$ cat src/rtl/led_ctrl.sv
// LED front-end control: per-button synchroniser, debouncer and press detector,
// a mode FSM producing the one-hot command vector, and the shift-strobe divider.
//
// state   | meaning
// --------+----------------------------------------------
// IDLE    | no shift mode latched; state[0] = state[2] = 0
// SHIFT_L | left-shift mode; state[0] = 1
// SHIFT_R | right-shift mode; state[2] = 1
module led_ctrl #(
   parameter int CLK_HZ          = 100_000_000,
   parameter int STROBE_HZ       = 1,
   parameter int DEBOUNCE_CYCLES = 1_000_000
) (
   input  logic       clk,
   input  logic       rst,
   input  logic       btnl,
   input  logic       btnu,
   input  logic       btnr,
   input  logic       btnd,
   output logic [3:0] state,
   output logic       strobe_1hz
);

   localparam int P  = CLK_HZ / STROBE_HZ;
   localparam int DW = $clog2(DEBOUNCE_CYCLES + 1);
   localparam int PW = $clog2(P);

   localparam logic [DW-1:0] DB_MAX  = DW'(DEBOUNCE_CYCLES);
   localparam logic [DW-1:0] DB_ONE  = DW'(1);
   localparam logic [PW-1:0] DIV_MAX = PW'(P - 1);
   localparam logic [PW-1:0] DIV_ONE = PW'(1);

   typedef enum logic [1:0] {
      IDLE    = 2'd0,
      SHIFT_L = 2'd1,
      SHIFT_R = 2'd2
   } mode_t;

   // Button bit order matches the command vector: left, load, right, clear.
   logic [3:0]    raw;
   logic [3:0]    sync1;
   logic [3:0]    s;
   logic [3:0]    db;
   logic [3:0]    db_q;
   logic [3:0]    press;
   logic [DW-1:0] db_cnt [4];

   mode_t         mode;
   mode_t         mode_nxt;
   logic [3:0]    state_nxt;
   logic          ld_nxt;
   logic          clr_nxt;
   logic          div_clr;
   logic [PW-1:0] div_cnt;

   assign raw = {btnd, btnr, btnu, btnl};

   // A level change is accepted only after the counter has reached the limit
   // and the synchronised input still disagrees with the debounced level.
   always_ff @(posedge clk) begin
      if (rst) begin
         sync1 <= '0;
         s     <= '0;
         db    <= '0;
         db_q  <= '0;
         for (int i = 0; i < 4; i++) begin
            db_cnt[i] <= '0;
         end
      end else begin
         sync1 <= raw;
         s     <= sync1;
         db_q  <= db;
         for (int i = 0; i < 4; i++) begin
            if (s[i] == db[i]) begin
               db_cnt[i] <= '0;
            end else if (db_cnt[i] == DB_MAX) begin
               db[i]     <= ~db[i];
               db_cnt[i] <= '0;
            end else begin
               db_cnt[i] <= db_cnt[i] + DB_ONE;
            end
         end
      end
   end

   assign press = db & ~db_q;

   // Priority: clear > load > left > right; load leaves the mode and divider alone.
   always_comb begin
      mode_nxt = mode;
      ld_nxt   = 1'b0;
      clr_nxt  = 1'b0;
      div_clr  = 1'b0;
      if (press[3]) begin
         mode_nxt = IDLE;
         clr_nxt  = 1'b1;
         div_clr  = 1'b1;
      end else if (press[1]) begin
         ld_nxt = 1'b1;
      end else if (press[0]) begin
         mode_nxt = SHIFT_L;
         div_clr  = 1'b1;
      end else if (press[2]) begin
         mode_nxt = SHIFT_R;
         div_clr  = 1'b1;
      end
      state_nxt = {clr_nxt, mode_nxt == SHIFT_R, ld_nxt, mode_nxt == SHIFT_L};
   end

   always_ff @(posedge clk) begin
      if (rst) begin
         mode  <= IDLE;
         state <= 4'b0000;
      end else begin
         mode  <= mode_nxt;
         state <= state_nxt;
      end
   end

   always_ff @(posedge clk) begin
      if (rst || div_clr) begin
         div_cnt <= '0;
      end else if (div_cnt == DIV_MAX) begin
         div_cnt <= '0;
      end else begin
         div_cnt <= div_cnt + DIV_ONE;
      end
   end

   assign strobe_1hz = (div_cnt == DIV_MAX);

endmodule

$ cat config.mk
export PLATFORM = sky130hd
export DESIGN_NAME = led_ctrl
export DESIGN_NICKNAME = d
export VERILOG_FILES = /design/src/rtl/led_ctrl.sv
export SDC_FILE = /design/constraint.sdc
export NUM_CORES = 1
export LEC_CHECK = 0
export ABC_AREA = 0
export BUFFER_PORTS_ARGS = -buffer_cell sky130_fd_sc_hd__buf_2
export CAP_MARGIN = 30
export CORE_ASPECT_RATIO = 1.4
export CORE_MARGIN = 10
export CORE_UTILIZATION = 50
export DETAILED_ROUTE_END_ITERATION = 6
export PLACE_DENSITY_LB_ADDON = 0.25
export SYNTH_ARGS = -nofsm -noshare
export SYNTH_HDL_FRONTEND = slang
export SYNTH_SLANG_ARGS = --single-unit
$ cat constraint.sdc
create_clock -name clk -period 4.7 [get_ports clk]
set_input_delay 0.94 -clock clk [delete_from_list [all_inputs] [get_ports clk]]
set_output_delay 0.94 -clock clk [all_outputs]
set_load 0.1 [all_outputs]
==> load_flow_metrics.sql <==
INSERT INTO impl_metrics (metric_group, metric, value, unit) VALUES
('yosys', 'synth_area_per_cell', '9.97', 'um^2'),
('routing', 'wl_per_cell', '13.4', 'um'),
('yosys', 'synthFlopType', 'sky130_fd_sc_hd__edfxtp_1', ''),
('sta', 'final_setup_vio_count', '0', ''),
('routing', 'antenna_viol_nets_final', '0', ''),
('global_route', 'grt_pass1_wl', '21.6', 'mm'),
('layout', 'flow.area_growth_from_synthesis', '16.5', '%'),
('global_route', 'grt_overflow', '0', ''),
('yosys', 'area_share_of_the_largest_cell_type_after_synthesis', '0.366', ''),
('yosys', 'synth-simple-area-share', '0.268', ''),
('floorplan', 'die-height', '156', 'um'),
('power_and_ir_drop', 'vdd_ir_drop_max', '0.233', 'mV'),
('critical_path', 'critPathMaxFanout', '8', ''),
('sta', 'worst_hold_slack', '0.433', 'ns'),
('critical_path', 'critPathKind', 'register to primary output', ''),
('clock_tree', 'cts-htree-levels', '4', ''),
('yosys', 'unique_cell_type_count_in_the_yosys_netlist', '46', ''),
('outcome', 'outcome', 'complete, no violations', ''),
('global_route', 'grt_antenna_before_repair', '1', ''),
('layout', 'fillCellCount', '1113', ''),
('yosys', 'cell_area_synth', '6570', 'um^2'),
('clock_tree', 'cts-root-buf', 'sky130_fd_sc_hd__clkbuf_16', ''),
('yosys', 'postSynthRegisterBits', '129', ''),
('sta', 'unrepaired_setup_endpoints_after_global_routing', 'no', ''),
('clock_tree', 'clock_tree.buffer_depth', '2', ''),
('routing', 'detailed_route_wire_length', '12.3', 'mm'),
('sta', 'timing_max_transition_violations_final', '0', ''),
('critical_path', 'rr_startpoint', 'div_cnt[2]$_SDFF_PP0_', ''),
('critical_path', 'cp-endpoint', 'strobe_1hz', ''),
('global_route', 'largest_net_degree_at_the_start_of_global_routing', '25', ''),
('clock_tree', 'cts.sink_count', '129', ''),
('yosys', 'async_reset_ff_frac', '0', ''),
('critical_path', 'crit_path_end_kind', 'primary output', ''),
('routing', 'detailroute.via_count', '5041', ''),
('sta', 'layout_worst_path_cycle_share', '0.673', ''),
('floorplan', 'core', '12900', 'um^2'),
('critical_path', 'crit_path_start', 'div_cnt[2]$_SDFF_PP0_', ''),
('sta', 'clock_skew', '0.00762', 'ns'),
('clock_tree', 'clock_insertion_delay_worst_skew', '0.41', 'ns'),
('routing', 'first_iter_violations', '270', ''),
('layout', 'net_count_of_the_finished_layout', '768', ''),
('power_and_ir_drop', 'power.density', '341', 'nW/um^2'),
('critical_path', 'worstRegToRegCells', '4', ''),
('yosys', 'synth.mux.area_fraction', '0', ''),
('sta', 'total_negative_setup_slack', '0', 'ns'),
('sta', 'worst_slack', '1.53', 'ns'),
('yosys', 'synth.largest_area_cell', 'sky130_fd_sc_hd__edfxtp_1', ''),
('floorplan', 'die_footprint', '18200', 'um^2'),
('clock_tree', 'clock_tree_from_tritoncts', 'done', ''),
('floorplan', 'initial_utilization', '0.510', ''),
('yosys', 'synth_common_cells', 'sky130_fd_sc_hd__nor2_1, sky130_fd_sc_hd__edfxtp_1, sky130_fd_sc_hd__dfxtp_1, sky130_fd_sc_hd__xnor2_1, sky130_fd_sc_hd__nand2_1', ''),
('power_and_ir_drop', 'power_leakage', '2.57', 'nW'),
('placement', 'io_buffers', '10', ''),
('yosys', 'synthMostInstantiatedCell', 'sky130_fd_sc_hd__nor2_1', ''),
('layout', 'final-instance-count-excl-fill', '919', ''),
('yosys', 'synth_area_leaders', 'sky130_fd_sc_hd__edfxtp_1, sky130_fd_sc_hd__dfxtp_1, sky130_fd_sc_hd__xnor2_1', ''),
('yosys', 'synth_compound_gate_area_share', '0.0824', ''),
('floorplan', 'pin_count', '11', ''),
('global_route', 'grt_pass1_vias', '4974', ''),
('clock_tree', 'cts_buffers', '17', ''),
('clock_tree', 'worst_setup_hold_path_clk_slew', '0.06', 'ns'),
('layout', 'antennaDiodeCount', '0', ''),
('yosys', 'largest_family_of_logic_cells_by_synthesized_area', 'simple AND/OR/NAND/NOR gates', ''),
('global_route', 'global_route.usage.total', '0.145', ''),
('clock_tree', 'post-cts-setup-buffer-count', '0', ''),
('floorplan', 'die_x', '117', 'um'),
('critical_path', 'worstPathCellList', 'and4_1 > nand3_1 > nor4_4 > buf_2', ''),
('critical_path', 'cp-start-kind', 'register', ''),
('clock_tree', 'post_cts_hold_buffer_count', '0', ''),
('sta', 'hold_viol', '0', ''),
('placement', 'preCtsSetupSlack', '1.97', 'ns');
routing by layer:
| layer | track usage | routed length, um |
|---|---|---|
| met2 | 0.258 | 6530 |
| met5 | 0 | 11 |
| met3 | 0.0350 | 455 |
| met1 | 0.157 | 5110 |
| met4 | 0.0608 | 201 |
registers in the layout (all words and copies together) (netlist names):
register	cells
s	4
db_q	4
mode	2
db	4
div_cnt	27
db_cnt	80
state	4
sync1	4
cell families (layout without fill, tap and decap cells):
family,Yosys count,count (layout)
xor+xnor,66,66
flops,129,129
simple gates,319,319
other cells,1,80
compound gates,86,86
buf+inv,49,77
fa+ha+maj,9,9
report_power, final:
| part | internal (mW) | switching (mW) | total [mW] | leakage, nW |
|---|---|---|---|---|
| clock | 0.756 | 0.489 | 1.24 | 0.268 |
| sequential | 1.24 | 0.0397 | 1.28 | 1.22 |
| combinational | 0.0353 | 0.0502 | 0.0855 | 1.08 |
placed cells by master, fill, tap and decap left out, types with 11 or more instances in the layout:
master / netlist / final
sky130_fd_sc_hd__nor2_1: 82 / 82
sky130_fd_sc_hd__or3_1: 17 / 17
sky130_fd_sc_hd__clkbuf_16: 0 / 18
sky130_fd_sc_hd__conb_1: 1 / 80
sky130_fd_sc_hd__or4_1: 15 / 15
sky130_fd_sc_hd__a21oi_1: 22 / 22
sky130_fd_sc_hd__nor2b_1: 13 / 13
sky130_fd_sc_hd__inv_1: 29 / 29
sky130_fd_sc_hd__a211oi_1: 15 / 15
sky130_fd_sc_hd__xnor2_1: 44 / 44
sky130_fd_sc_hd__nor4_1: 12 / 12
sky130_fd_sc_hd__nand3_1: 32 / 32
sky130_fd_sc_hd__xor2_1: 22 / 22
sky130_fd_sc_hd__o31ai_1: 13 / 13
sky130_fd_sc_hd__nor3_1: 23 / 23
sky130_fd_sc_hd__nand2_1: 37 / 37
sky130_fd_sc_hd__o21ai_0: 24 / 20
sky130_fd_sc_hd__dfxtp_1: 49 / 49
sky130_fd_sc_hd__edfxtp_1: 80 / 80
sky130_fd_sc_hd__nand4_1: 30 / 30
sky130_fd_sc_hd__and4_1: 11 / 11
worst min-delay path by stage:
| stage | start | end | slack (ns) | depth (start not counted) |
|---|---|---|---|---|
| after CTS | sync1[3]$_SDFF_PP0_ | s[3]$_SDFF_PP0_ | 0.44 | 1 |
| after detailed placement | sync1[3]$_SDFF_PP0_ | s[3]$_SDFF_PP0_ | 0.42 | 1 |
| after global placement | sync1[3]$_SDFF_PP0_ | s[3]$_SDFF_PP0_ | 0.42 | 1 |
| after floorplan | mode[0]$_SDFF_PP0_ | state[2]$_SDFF_PP0_ | 0.41 | 1 |
| after global routing | sync1[2]$_SDFF_PP0_ | s[2]$_SDFF_PP0_ | 0.46 | 1 |
| final | sync1[3]$_SDFF_PP0_ | s[3]$_SDFF_PP0_ | 0.43 | 1 |
metrics by stage:
stage	area [um^2]	util	power, mW
floorplan	6870	-	1.36
finish	7660	0.595	2.61
global route	7660	0.595	2.70
global placement	7080	0.550	1.38
CTS	7660	0.595	2.63
detailed placement	7090	0.551	1.38
critical path: cells and delay by family (launching register included):
| family | cells | cell delay, ns |
|---|---|---|
| and+or+nand+nor | 3 | 0.94 |
| DFF | 1 | 0.40 |
| buffers and inverters | 1 | 0.48 |
layout make-up:
class	instances	area (um^2)	share of cell area
flip-flops and latches	129	3380	0.442
repair buffers	16	103	0.0134
clock inverters	13	110	0.0144
well taps	153	191	0.0250
inverters	29	109	0.0142
clock buffers	19	454	0.0593
multi-input cells	560	3310	0.432
(Power assumes the default switching activity.)
